<file path="config.mk">
export PLATFORM = sky130hd
export DESIGN_NAME = fme_interp_scheduler_flat
export DESIGN_NICKNAME = d
export VERILOG_FILES = /design/src/rtl/fme_interp_scheduler_pkg.sv /design/src/rtl/fme_interp_scheduler_if.sv /design/src/rtl/fme_interp_scheduler_arb.sv /design/src/rtl/fme_interp_scheduler.sv /design/src/flat_wrapper.sv
export SDC_FILE = /design/constraint.sdc
export NUM_CORES = 1
export LEC_CHECK = 0
export CAP_MARGIN = 5
export CORE_AREA = 2 2 55 57
export DETAILED_ROUTE_END_ITERATION = 7
export DIE_AREA = 0 0 57 59
export DONT_BUFFER_PORTS = 1
export MAX_ROUTING_LAYER = met4
export PLACE_DENSITY = 0.78
export SKIP_LAST_GASP = 1
export SYNTH_ARGS = -nofsm -noshare
export SYNTH_HDL_FRONTEND = slang
export SYNTH_SLANG_ARGS = --single-unit
export TNS_END_PERCENT = 5
</file>
<file path="constraint.sdc">
create_clock -name clock -period 1.9 [get_ports clock]
set_input_delay 0.285 -clock clock [delete_from_list [all_inputs] [get_ports clock]]
set_output_delay 0.285 -clock clock [all_outputs]
set_load 0.02 [all_outputs]
</file>
<file path="src/rtl/fme_interp_scheduler_pkg.sv">
// Shared types and constants for the FME interpolation scheduler.
// Imported by the bus interface, the round-robin arbiter and the scheduler top.
package fme_sched_pkg;

  typedef enum logic [2:0] {
    IDLE,
    GRANT,
    FETCH,
    DRAIN,
    RUN,
    DONE
  } state_e;

  localparam int unsigned REQ0 = 0;
  localparam int unsigned REQ1 = 1;

  localparam int unsigned SCHED_ROWS = 21;
  localparam int unsigned ROW_CNT_W  = $clog2(SCHED_ROWS);

endpackage

</file>
<file path="src/rtl/fme_interp_scheduler_if.sv">
// Requester, search-window memory and interpolation-engine signals of the scheduler.
// master = scheduler side, slave = requesters/memory/engine side.
interface fme_interp_scheduler_if
  import fme_sched_pkg::*;
#(
  parameter int unsigned DATAWIDTH = 8,
  parameter int unsigned ADDRWIDTH = 10
) ();

  logic [1:0]           req;
  logic [ADDRWIDTH-1:0] base_addr_0;
  logic [ADDRWIDTH-1:0] base_addr_1;
  logic [1:0]           grant;
  logic [1:0]           done;
  logic                 busy;

  logic                 mem_rd_en;
  logic [ADDRWIDTH-1:0] mem_addr;
  logic [DATAWIDTH-1:0] mem_rdata;
  logic [DATAWIDTH-1:0] row_data;
  logic                 row_valid;
  logic [ROW_CNT_W-1:0] row_index;

  logic                 interp_enable;
  logic                 ph_finished;
  logic                 pvpo_finished;
  logic                 pvso_finished;
  logic                 timeout_err;

  modport master (
    input  req, base_addr_0, base_addr_1, mem_rdata,
    input  ph_finished, pvpo_finished, pvso_finished,
    output grant, done, busy, mem_rd_en, mem_addr, row_data, row_valid, row_index,
    output interp_enable, timeout_err
  );

  modport slave (
    output req, base_addr_0, base_addr_1, mem_rdata,
    output ph_finished, pvpo_finished, pvso_finished,
    input  grant, done, busy, mem_rd_en, mem_addr, row_data, row_valid, row_index,
    input  interp_enable, timeout_err
  );

endinterface

</file>
<file path="src/rtl/fme_interp_scheduler_arb.sv">
// Two-way round-robin arbiter: with both requests pending, the requester not served
// last wins; the served pointer records the current grant when update is strobed.
module fme_rr_arbiter2
  import fme_sched_pkg::*;
(
  input  logic       clock,
  input  logic       reset,
  input  logic [1:0] req,
  input  logic       update,
  output logic [1:0] grant
);

  logic last_q, last_d;

  always_comb begin
    grant       = 2'b00;
    grant[REQ0] = req[REQ0] & (~req[REQ1] | (last_q == 1'(REQ1)));
    grant[REQ1] = req[REQ1] & (~req[REQ0] | (last_q == 1'(REQ0)));
  end

  always_comb begin
    last_d = last_q;
    if (update && (grant != 2'b00)) begin
      last_d = grant[REQ1];
    end
  end

  // Pointer starts at requester 1 so requester 0 wins the first contended grant.
  always_ff @(posedge clock) begin
    if (!reset) begin
      last_q <= 1'(REQ1);
    end else begin
      last_q <= last_d;
    end
  end

endmodule

</file>
<file path="src/rtl/fme_interp_scheduler.sv">
// Shares one interpolation engine between two search requesters: arbitrate, fetch rows,
// start the engine, wait for its three phases. Optional watchdog: FME_SCHED_WATCHDOG_EN.
module fme_interp_scheduler
  import fme_sched_pkg::*;
#(
  parameter int unsigned DATAWIDTH  = 8,
  parameter int unsigned ADDRWIDTH  = 10,
  parameter int unsigned ROWS       = SCHED_ROWS,
  parameter int unsigned ROW_STRIDE = 32,
  parameter int unsigned TIMEOUT    = 255
) (
  input logic                   clock,
  input logic                   reset,
  fme_interp_scheduler_if.master bus
);

  localparam logic [ROW_CNT_W-1:0] ROW_LAST = ROW_CNT_W'(ROWS - 1);
  localparam logic [ROW_CNT_W-1:0] ROW_ONE  = ROW_CNT_W'(1);
  localparam logic [ADDRWIDTH-1:0] STRIDE   = ADDRWIDTH'(ROW_STRIDE);

  state_e               state_q, state_d;
  logic [1:0]           grant_q, grant_d;
  logic [ADDRWIDTH-1:0] addr_q, addr_d;
  logic [ROW_CNT_W-1:0] row_cnt_q, row_cnt_d;
  logic                 row_valid_q, row_valid_d;
  logic [ROW_CNT_W-1:0] row_index_q, row_index_d;
  logic [2:0]           flags_q, flags_d;

  logic [2:0]           fin_now;
  logic                 all_done;
  logic                 wd_expired;
  logic                 run_exit;
  logic                 fetching;
  logic [1:0]           arb_req, arb_grant;
  logic [DATAWIDTH-1:0] row_data;

  // Outside IDLE the arbiter only sees the owner, so its update records who was served.
  assign arb_req  = (state_q == IDLE) ? bus.req : grant_q;
  assign fin_now  = {bus.pvso_finished, bus.pvpo_finished, bus.ph_finished};
  assign all_done = &(flags_q | fin_now);
  assign run_exit = (state_q == RUN) && (all_done || wd_expired);
  assign fetching = (state_q == FETCH);

  fme_rr_arbiter2 u_arb (
    .clock  (clock),
    .reset  (reset),
    .req    (arb_req),
    .update (run_exit),
    .grant  (arb_grant)
  );

  always_comb begin
    state_d     = state_q;
    grant_d     = grant_q;
    addr_d      = addr_q;
    row_cnt_d   = row_cnt_q;
    flags_d     = flags_q;
    row_valid_d = fetching;
    row_index_d = fetching ? row_cnt_q : '0;

    unique case (state_q)
      IDLE: begin
        if (bus.req != 2'b00) begin
          state_d = GRANT;
          grant_d = arb_grant;
        end
      end
      GRANT: begin
        addr_d    = grant_q[REQ1] ? bus.base_addr_1 : bus.base_addr_0;
        row_cnt_d = '0;
        flags_d   = '0;
        state_d   = FETCH;
      end
      FETCH: begin
        addr_d    = addr_q + STRIDE;
        row_cnt_d = row_cnt_q + ROW_ONE;
        if (row_cnt_q == ROW_LAST) begin
          state_d = DRAIN;
        end
      end
      DRAIN: begin
        state_d = RUN;
      end
      RUN: begin
        flags_d = flags_q | fin_now;
        if (run_exit) begin
          state_d = DONE;
        end
      end
      DONE: begin
        grant_d = 2'b00;
        state_d = IDLE;
      end
      default: begin
        grant_d = 2'b00;
        state_d = IDLE;
      end
    endcase
  end

  always_ff @(posedge clock) begin
    if (!reset) begin
      state_q     <= IDLE;
      grant_q     <= 2'b00;
      addr_q      <= '0;
      row_cnt_q   <= '0;
      row_valid_q <= 1'b0;
      row_index_q <= '0;
      flags_q     <= '0;
    end else begin
      state_q     <= state_d;
      grant_q     <= grant_d;
      addr_q      <= addr_d;
      row_cnt_q   <= row_cnt_d;
      row_valid_q <= row_valid_d;
      row_index_q <= row_index_d;
      flags_q     <= flags_d;
    end
  end

`ifdef FME_SCHED_WATCHDOG_EN
  localparam logic [7:0] WD_LIMIT = 8'(TIMEOUT);

  logic [7:0] wd_cnt_q, wd_cnt_d;
  logic       timeout_err_q, timeout_err_d;

  always_comb begin
    wd_cnt_d = wd_cnt_q;
    if (state_q == DRAIN) begin
      wd_cnt_d = '0;
    end else if (state_q == RUN) begin
      wd_cnt_d = wd_cnt_q + 8'd1;
    end
  end

  assign wd_expired    = (state_q == RUN) && (wd_cnt_d == WD_LIMIT) && !all_done;
  assign timeout_err_d = timeout_err_q | wd_expired;

  always_ff @(posedge clock) begin
    if (!reset) begin
      wd_cnt_q      <= '0;
      timeout_err_q <= 1'b0;
    end else begin
      wd_cnt_q      <= wd_cnt_d;
      timeout_err_q <= timeout_err_d;
    end
  end

  assign bus.timeout_err = timeout_err_q;
`else
  assign wd_expired      = 1'b0;
  assign bus.timeout_err = 1'b0;
`endif

  // Memory read data is forwarded untouched alongside row_valid.
  assign row_data          = bus.mem_rdata;
  assign bus.row_data      = row_data;

  assign bus.grant         = grant_q;
  assign bus.done          = (state_q == DONE) ? grant_q : 2'b00;
  assign bus.busy          = (state_q != IDLE);
  assign bus.mem_rd_en     = fetching;
  assign bus.mem_addr      = fetching ? addr_q : '0;
  assign bus.row_valid     = row_valid_q;
  assign bus.row_index     = row_index_q;
  assign bus.interp_enable = (state_q == DRAIN);

endmodule

</file>
<file path="src/flat_wrapper.sv">
// flat-port wrapper written by rule: the top's interface ports become plain ports
module fme_interp_scheduler_flat import fme_sched_pkg::*;
#(
  parameter int unsigned DATAWIDTH  = 8,
  parameter int unsigned ADDRWIDTH  = 10,
  parameter int unsigned ROWS       = SCHED_ROWS,
  parameter int unsigned ROW_STRIDE = 32,
  parameter int unsigned TIMEOUT    = 255
)
  (clock, reset, bus_req, bus_base_addr_0, bus_base_addr_1, bus_mem_rdata, bus_ph_finished, bus_pvpo_finished, bus_pvso_finished, bus_grant, bus_done, bus_busy, bus_mem_rd_en, bus_mem_addr, bus_row_data, bus_row_valid, bus_row_index, bus_interp_enable, bus_timeout_err);
  fme_interp_scheduler_if #(.DATAWIDTH(DATAWIDTH), .ADDRWIDTH(ADDRWIDTH)) bus_i ();
  input logic clock;
  input logic reset;
  input wire logic [$bits(bus_i.req)-1:0] bus_req;
  input wire logic [$bits(bus_i.base_addr_0)-1:0] bus_base_addr_0;
  input wire logic [$bits(bus_i.base_addr_1)-1:0] bus_base_addr_1;
  input wire logic [$bits(bus_i.mem_rdata)-1:0] bus_mem_rdata;
  input wire logic [$bits(bus_i.ph_finished)-1:0] bus_ph_finished;
  input wire logic [$bits(bus_i.pvpo_finished)-1:0] bus_pvpo_finished;
  input wire logic [$bits(bus_i.pvso_finished)-1:0] bus_pvso_finished;
  output wire logic [$bits(bus_i.grant)-1:0] bus_grant;
  output wire logic [$bits(bus_i.done)-1:0] bus_done;
  output wire logic [$bits(bus_i.busy)-1:0] bus_busy;
  output wire logic [$bits(bus_i.mem_rd_en)-1:0] bus_mem_rd_en;
  output wire logic [$bits(bus_i.mem_addr)-1:0] bus_mem_addr;
  output wire logic [$bits(bus_i.row_data)-1:0] bus_row_data;
  output wire logic [$bits(bus_i.row_valid)-1:0] bus_row_valid;
  output wire logic [$bits(bus_i.row_index)-1:0] bus_row_index;
  output wire logic [$bits(bus_i.interp_enable)-1:0] bus_interp_enable;
  output wire logic [$bits(bus_i.timeout_err)-1:0] bus_timeout_err;
  assign bus_i.req = bus_req;
  assign bus_i.base_addr_0 = bus_base_addr_0;
  assign bus_i.base_addr_1 = bus_base_addr_1;
  assign bus_i.mem_rdata = bus_mem_rdata;
  assign bus_i.ph_finished = bus_ph_finished;
  assign bus_i.pvpo_finished = bus_pvpo_finished;
  assign bus_i.pvso_finished = bus_pvso_finished;
  assign bus_grant = bus_i.grant;
  assign bus_done = bus_i.done;
  assign bus_busy = bus_i.busy;
  assign bus_mem_rd_en = bus_i.mem_rd_en;
  assign bus_mem_addr = bus_i.mem_addr;
  assign bus_row_data = bus_i.row_data;
  assign bus_row_valid = bus_i.row_valid;
  assign bus_row_index = bus_i.row_index;
  assign bus_interp_enable = bus_i.interp_enable;
  assign bus_timeout_err = bus_i.timeout_err;
  fme_interp_scheduler #(.DATAWIDTH(DATAWIDTH), .ADDRWIDTH(ADDRWIDTH), .ROWS(ROWS), .ROW_STRIDE(ROW_STRIDE), .TIMEOUT(TIMEOUT)) u_core (.clock(clock), .reset(reset), .bus(bus_i));
endmodule
</file>
==> impl_metrics.yaml, run 1 <==
final_layout:
  utilization: 0.624
  antenna_cells: 0
  stdcell_area_um2: 1690
  synthToLayoutAreaGrowth_pct: 2.97
  nNetsFinal: 216
  layout-drive-gt1-share: 0.123
grt:
  grt_max_degree: 24
  grt_pass1_wl_um: 5510
  grt_overflow_total: 0
  antenna_found_initial: 0
  grt_pass1_vias: 1220
  grt_usage: 0.219
placement:
  gp_congestion: 0.794
  dpl_cell_area_um2: 1610
  io_buffers: 0
  dp_hpwl_um: 2420
clocking:
  clk_pin_slew_ns: 0.09
  clock-sinks: 30
  cts-root-buf: "clkbuf_4"
  worstSkewPairLatency_ns: 0.32
  cts.htree.levels: 2
  cts_buffers: 5
  cts_tree: "done"
  ctsLongestPathBuffers: 2
  postCtsSetupRepairBufs: 0
drt:
  drt_iter0_markers: 49
  drtPass1Iterations: 4
  postRouteAntennaNets: 0
  dr_total_vias: 1315
  viasPerCell: 6.26
  drc: 0
  drt-total-wl_um: 3390
  routedWlPerCell_um: 16.1
synth:
  synthDistinctLibCells: 56
  syn_area_per_cell_um2: 8.83
  synth-main-ff-cell: "dfxtp_1"
  ys_warn_count: 0
  netlist_area_um2: 1640
  syn_nets: 224
  synth_seq_cells: 30
  async_flop_share: 0
  synth_edf_count: 0
  syn_inst: 186
  synth_seq_area_share: 0.366
floorplanning:
  rows: 19
  coreArea_um2: 2710
  die_h_um: 59
  ios: 67
  die_w_um: 57
  dieArea_um2: 3360
  start_util: 0.606
setup_path:
  startpoint_type: "flop"
  cp.required_ns: 1.62
  cpMaxStageDelayCell: "or3b_4"
  cp_max_fo: 20
  end_kind: "primary output"
  cp.depth: 3
  path_buf_inv: 1
  r2r_cells: 5
  crit_path_max_incr_delay_ns: 0.44
  crit_family: "simple AND/OR/NAND/NOR gates"
  critPathKind: "flop to primary output"
  crit_chain: "or3b_4, clkinv_4, and2_1"
  critPathArrivalTime_ns: 1.51
status:
  status: "finished, final reports clean"
timing:
  rsz0062_at_grt: "no"
  drv_slew: 0
  hold_violations: 0
  finalCritPeriodShare: 0.947
  setup_tns_ns: 0
  holdWs_ns: 0.0372
  fmax_ghz: 0.556
  period_needed_ns: 1.80
  skew_ns: 0.00250
  setup_violations: 0
worst_hold_path:
  min_path_cells: 1
  holdCritPathClass: "input pin to flop"
power:
  irDropWorstVdd_uv: 728
  p_leak_nw: 0.650
  p_per_area_nw_per_um2: 1060
run:
  drv_cap: 0
-- power breakdown --
part / total, mW / switching, mW / internal [mW]
Combinational: 0.534 / 0.322 / 0.212
Sequential: 0.791 / 0.0814 / 0.709
Clock: 0.467 / 0.214 / 0.253
Total: 1.79 / 0.618 / 1.17
-- worst paths after layout --
kind / slack (ns) / start / end
setup reg to reg: 0.30 / u_core.state_q[0] / u_core.addr_q[2]
setup / recovery: 0.10 / u_core.state_q[1] / bus_mem_addr[6]
hold / removal: 0.04 / reset / u_core.u_arb.last_q
hold reg to reg: 0.48 / u_core.flags_q[1] / u_core.flags_q[1]
-- cell usage after synthesis, types with 2 or more instances --
master | n | area share
mux2i_1 | 8 | 0.049
nand2b_1 | 3 | 0.011
a41oi_1 | 3 | 0.016
clkbuf_1 | 6 | 0.014
a21oi_1 | 9 | 0.027
nand3_1 | 7 | 0.021
o21ai_1 | 3 | 0.0091
inv_1 | 5 | 0.011
or3b_1 | 2 | 0.011
o22a_1 | 2 | 0.011
buf_4 | 9 | 0.041
ha_1 | 3 | 0.023
o21ai_0 | 4 | 0.012
a311oi_1 | 4 | 0.021
nor2_1 | 8 | 0.018
and3_1 | 2 | 0.0076
mux2_1 | 2 | 0.014
nand2_1 | 11 | 0.025
a211oi_1 | 7 | 0.032
nor3b_1 | 5 | 0.023
buf_2 | 5 | 0.015
nor3_1 | 2 | 0.0061
dfxtp_1 | 30 | 0.37
and2_1 | 14 | 0.053
-- what timing repair did --
action,in CTS,in global routing
resized for setup,2,0
setup endpoints to repair,9,0
hold buffers,0,0
-- logic make-up (layout without fill, tap and decap cells) --
group,Yosys count,after routing,share of synthesized area
adder cells (fa/ha/maj),3,3,0.0229
buffers and inverters,30,23,0.0991
flip-flops,30,30,0.366
other,1,1,0.00228
AND/OR/NAND/NOR,65,65,0.236
multiplexers,11,11,0.0694
XOR/XNOR,1,1,0.00534
AO/OA/AOI/OAI,45,45,0.199
-- routing by layer --
layer / routed length (µm) / GRT usage
met3: 286 / 0.0895
met5: 0 / -
met2: 1600 / 0.343
met4: 62 / 0.0963
met1: 1440 / 0.248
-- cell type report --
class                           count  area [µm²]
Fill cell                         230        1020
Multi-Input combinational cell    126         881
Sequential cell                    30         601
Clock buffer                        8        78.8
Timing Repair Buffer                8        60.1
Tap cell                           31        38.8
Inverter                            7        31.3
-- cells in the final DEF, fill, tap and decap left out, drive strengths merged, types with 4 or more instances in the layout --
cell type	count
dfxtp	30
and2	14
nand2	11
a21oi	9
mux2i	8
nor2	8
buf	8
clkbuf	8
a211oi	7
nand3	7
o21ai	7
inv	6
nor3b	6
a311oi	4
-- sequential cells by signal, indices dropped and copies added, names as in the netlist --
name                  flops
u_core.bus.row_valid      1
u_core.state_q            3
u_core.u_arb.last_q       1
u_core.row_cnt_q          5
u_core.bus.grant          2
u_core.flags_q            3
u_core.bus.row_index      5
u_core.addr_q            10
-- metrics by stage --
step | setup WS [ns] | cells | power [mW]
2_1_floorplan | 0.145 | 186 | 1.25
3_3_place_gp | 0.336 | 202 | 1.30
3_5_place_dp | 0.299 | 202 | 1.33
4_1_cts | 0.0804 | 210 | 1.81
5_1_grt | 0.0213 | 210 | 1.91
6_report | 0.100 | 210 | 1.79
Note: power is estimated with default switching activity, not from simulation.
==> inputs of run 2 (changes only) <==
CORE_AREA = 2 2 58 60   (was 2 2 55 57)
DIE_AREA = 0 0 60 62   (was 0 0 57 59)
PLACE_DENSITY = 0.74   (was 0.78)
clock period = 1.6 ns   (was 1.9 ns; I/O delays follow)
==> run 2 against run 1 <==
The run now ends with negative setup slack left. Clock power grew 26%. Clock-buffer cell count shrank 3. Power grew 27%. Hold slack lost 0.00078 ns. Combinational power grew 40%. Cell count grew 11%. Sequential cell count is the same. Global-route usage shrank 1.9 points. Core utilization shrank 5.0 points. Largest power group unchanged. Highest routed layer unchanged.
==> impl_metrics.yaml, run 2 (synthesized netlist as in run 1, its figures left out) <==
setup_path:
  cp.required_ns: 1.36
  startpoint_type: "flop"
  r2r-end: "u_core.addr_q[7]"
  r2r-start: "u_core.state_q[0]"
  cp_max_fo: 10
  critPathKind: "flop to primary output"
  crit_path_max_incr_delay_ns: 0.42
  end_kind: "primary output"
  critPathArrivalTime_ns: 1.36
  cpMaxStageDelayCell: "or3b_4"
  crit_chain: "or3b_4, clkinv_8, and2_4"
  rrSetupSlack_ns: 0.06
  r2r_cells: 4
floorplanning:
  start_util: 0.516
  rows: 21
  ios: 67
  coreArea_um2: 3180
  die_h_um: 62
  die_w_um: 60
  dieArea_um2: 3720
clocking:
  cts.htree.levels: 2
  cts_buffers: 5
  worstSkewPairLatency_ns: 0.33
  ctsLongestPathBuffers: 2
  clock-sinks: 30
  clk_pin_slew_ns: 0.10
  cts_tree: "done"
  cts-root-buf: "clkbuf_4"
grt:
  antenna_found_initial: 0
  grt_usage: 0.200
  grt_max_degree: 24
  grt_pass1_wl_um: 5310
  grt_pass1_vias: 1210
  grt_overflow_total: 0
status:
  violations: "negative setup slack"
  status: "finished, violations left"
drt:
  drc: 0
  drtPass1Iterations: 4
  routedWlPerCell_um: 15.2
  drt-total-wl_um: 3570
  viasPerCell: 5.88
  dr_total_vias: 1377
  postRouteAntennaNets: 0
  drt_iter0_markers: 58
timing:
  fmax_ghz: 0.623
  skew_ns: 0.00721
  setup_tns_ns: -0.0250
  hold_violations: 0
  period_needed_ns: 1.60
  holdWs_ns: 0.0364
  setup_violations: 9
  finalCritPeriodShare: 1.00
  rsz0062_at_grt: "yes"
  setup_ws_ns: -0.00438
  drv_slew: 0
placement:
  dpl_cell_area_um2: 1670
  io_buffers: 0
  gp_congestion: 0.770
  dp_hpwl_um: 2610
  place_inst: 222
  pre_cts_ws_ns: 0.165
power:
  p_total_mw: 2.27
  p_per_area_nw_per_um2: 1250
  irDropWorstVdd_uv: 591
  p_leak_nw: 0.710
final_layout:
  top_register: "u_core.addr_q"
  fin_cells: 234
  final_cell_mix: "29 x dfxtp_1, 15 x buf_4, 11 x nand2_1, 9 x and2_4, 9 x a21oi_1"
  antenna_cells: 0
  largest_reg_flops: 10
  synthToLayoutAreaGrowth_pct: 11.1
  utilization: 0.574
  stdcell_area_um2: 1820
  nNetsFinal: 225
  layout-drive-gt1-share: 0.234
  layout_commonest_cell: "dfxtp_1"
  num-fill-cells: 276
worst_hold_path:
  hp-start: "reset"
  hold_end: "u_core.addr_q[7]"
  holdCritPathClass: "input pin to flop"
  min_path_cells: 1
run:
  drv_cap: 0
run 2: cell type report:
class | count | area, µm² | share of cell area
inverters | 7 | 38.8 | 0.0213
well taps | 46 | 57.6 | 0.0316
clock inverters | 3 | 40.0 | 0.0219
repair buffers | 16 | 123 | 0.0672
flip-flops and latches | 30 | 602 | 0.330
repair inverters | 1 | 8.76 | 0.00480
clock buffers | 5 | 37.5 | 0.0206
multi-input cells | 126 | 917 | 0.503
run 2: worst max-delay path by stage:
stage	start	end	slack, ns	cells past startpoint
after floorplan	u_core.state_q[2]	bus_mem_addr[0]	-0.02	6
after global placement	u_core.state_q[1]	u_core.addr_q[7]	0.22	5
after detailed placement	u_core.state_q[0]	u_core.row_cnt_q[4]	0.17	4
after CTS	u_core.state_q[0]	bus_mem_addr[8]	-0.03	3
after global routing	u_core.state_q[0]	bus_mem_addr[6]	-0.05	3
final	u_core.state_q[0]	bus_mem_addr[6]	-0.004	3
run 2: report_power, final:
group	leakage [nW]	total (mW)	internal [mW]	switching, mW
registers	0.245	0.938	0.844	0.0945
clock network	0.0450	0.587	0.323	0.264
logic	0.420	0.748	0.325	0.423
run 2: metal layers:
metal  vias to the layer above  track usage  wire (µm)
met1                       649        0.222       1510
met3                         7       0.0663        263
met5                         -            -          0
met2                        50        0.337       1740
li1                        671            -          -
met4                         0       0.0698         55
run 2: timing repair:
item | in CTS | in global routing
gates cloned | 1 | 0
hold buffers | 1 | 0
setup endpoints to repair | 12 | 15
gates resized for setup | 13 | 5
pin swaps | 1 | 1
hold endpoints to repair | 1 | 0
buffers inserted | 2 | 0
run 2: worst max-delay path, delay by kind of cell (launching register included):
kind                   cells  cell delay, ns
buffers and inverters      1            0.08
AND/OR/NAND/NOR            2            0.59
flip-flops                 1            0.35
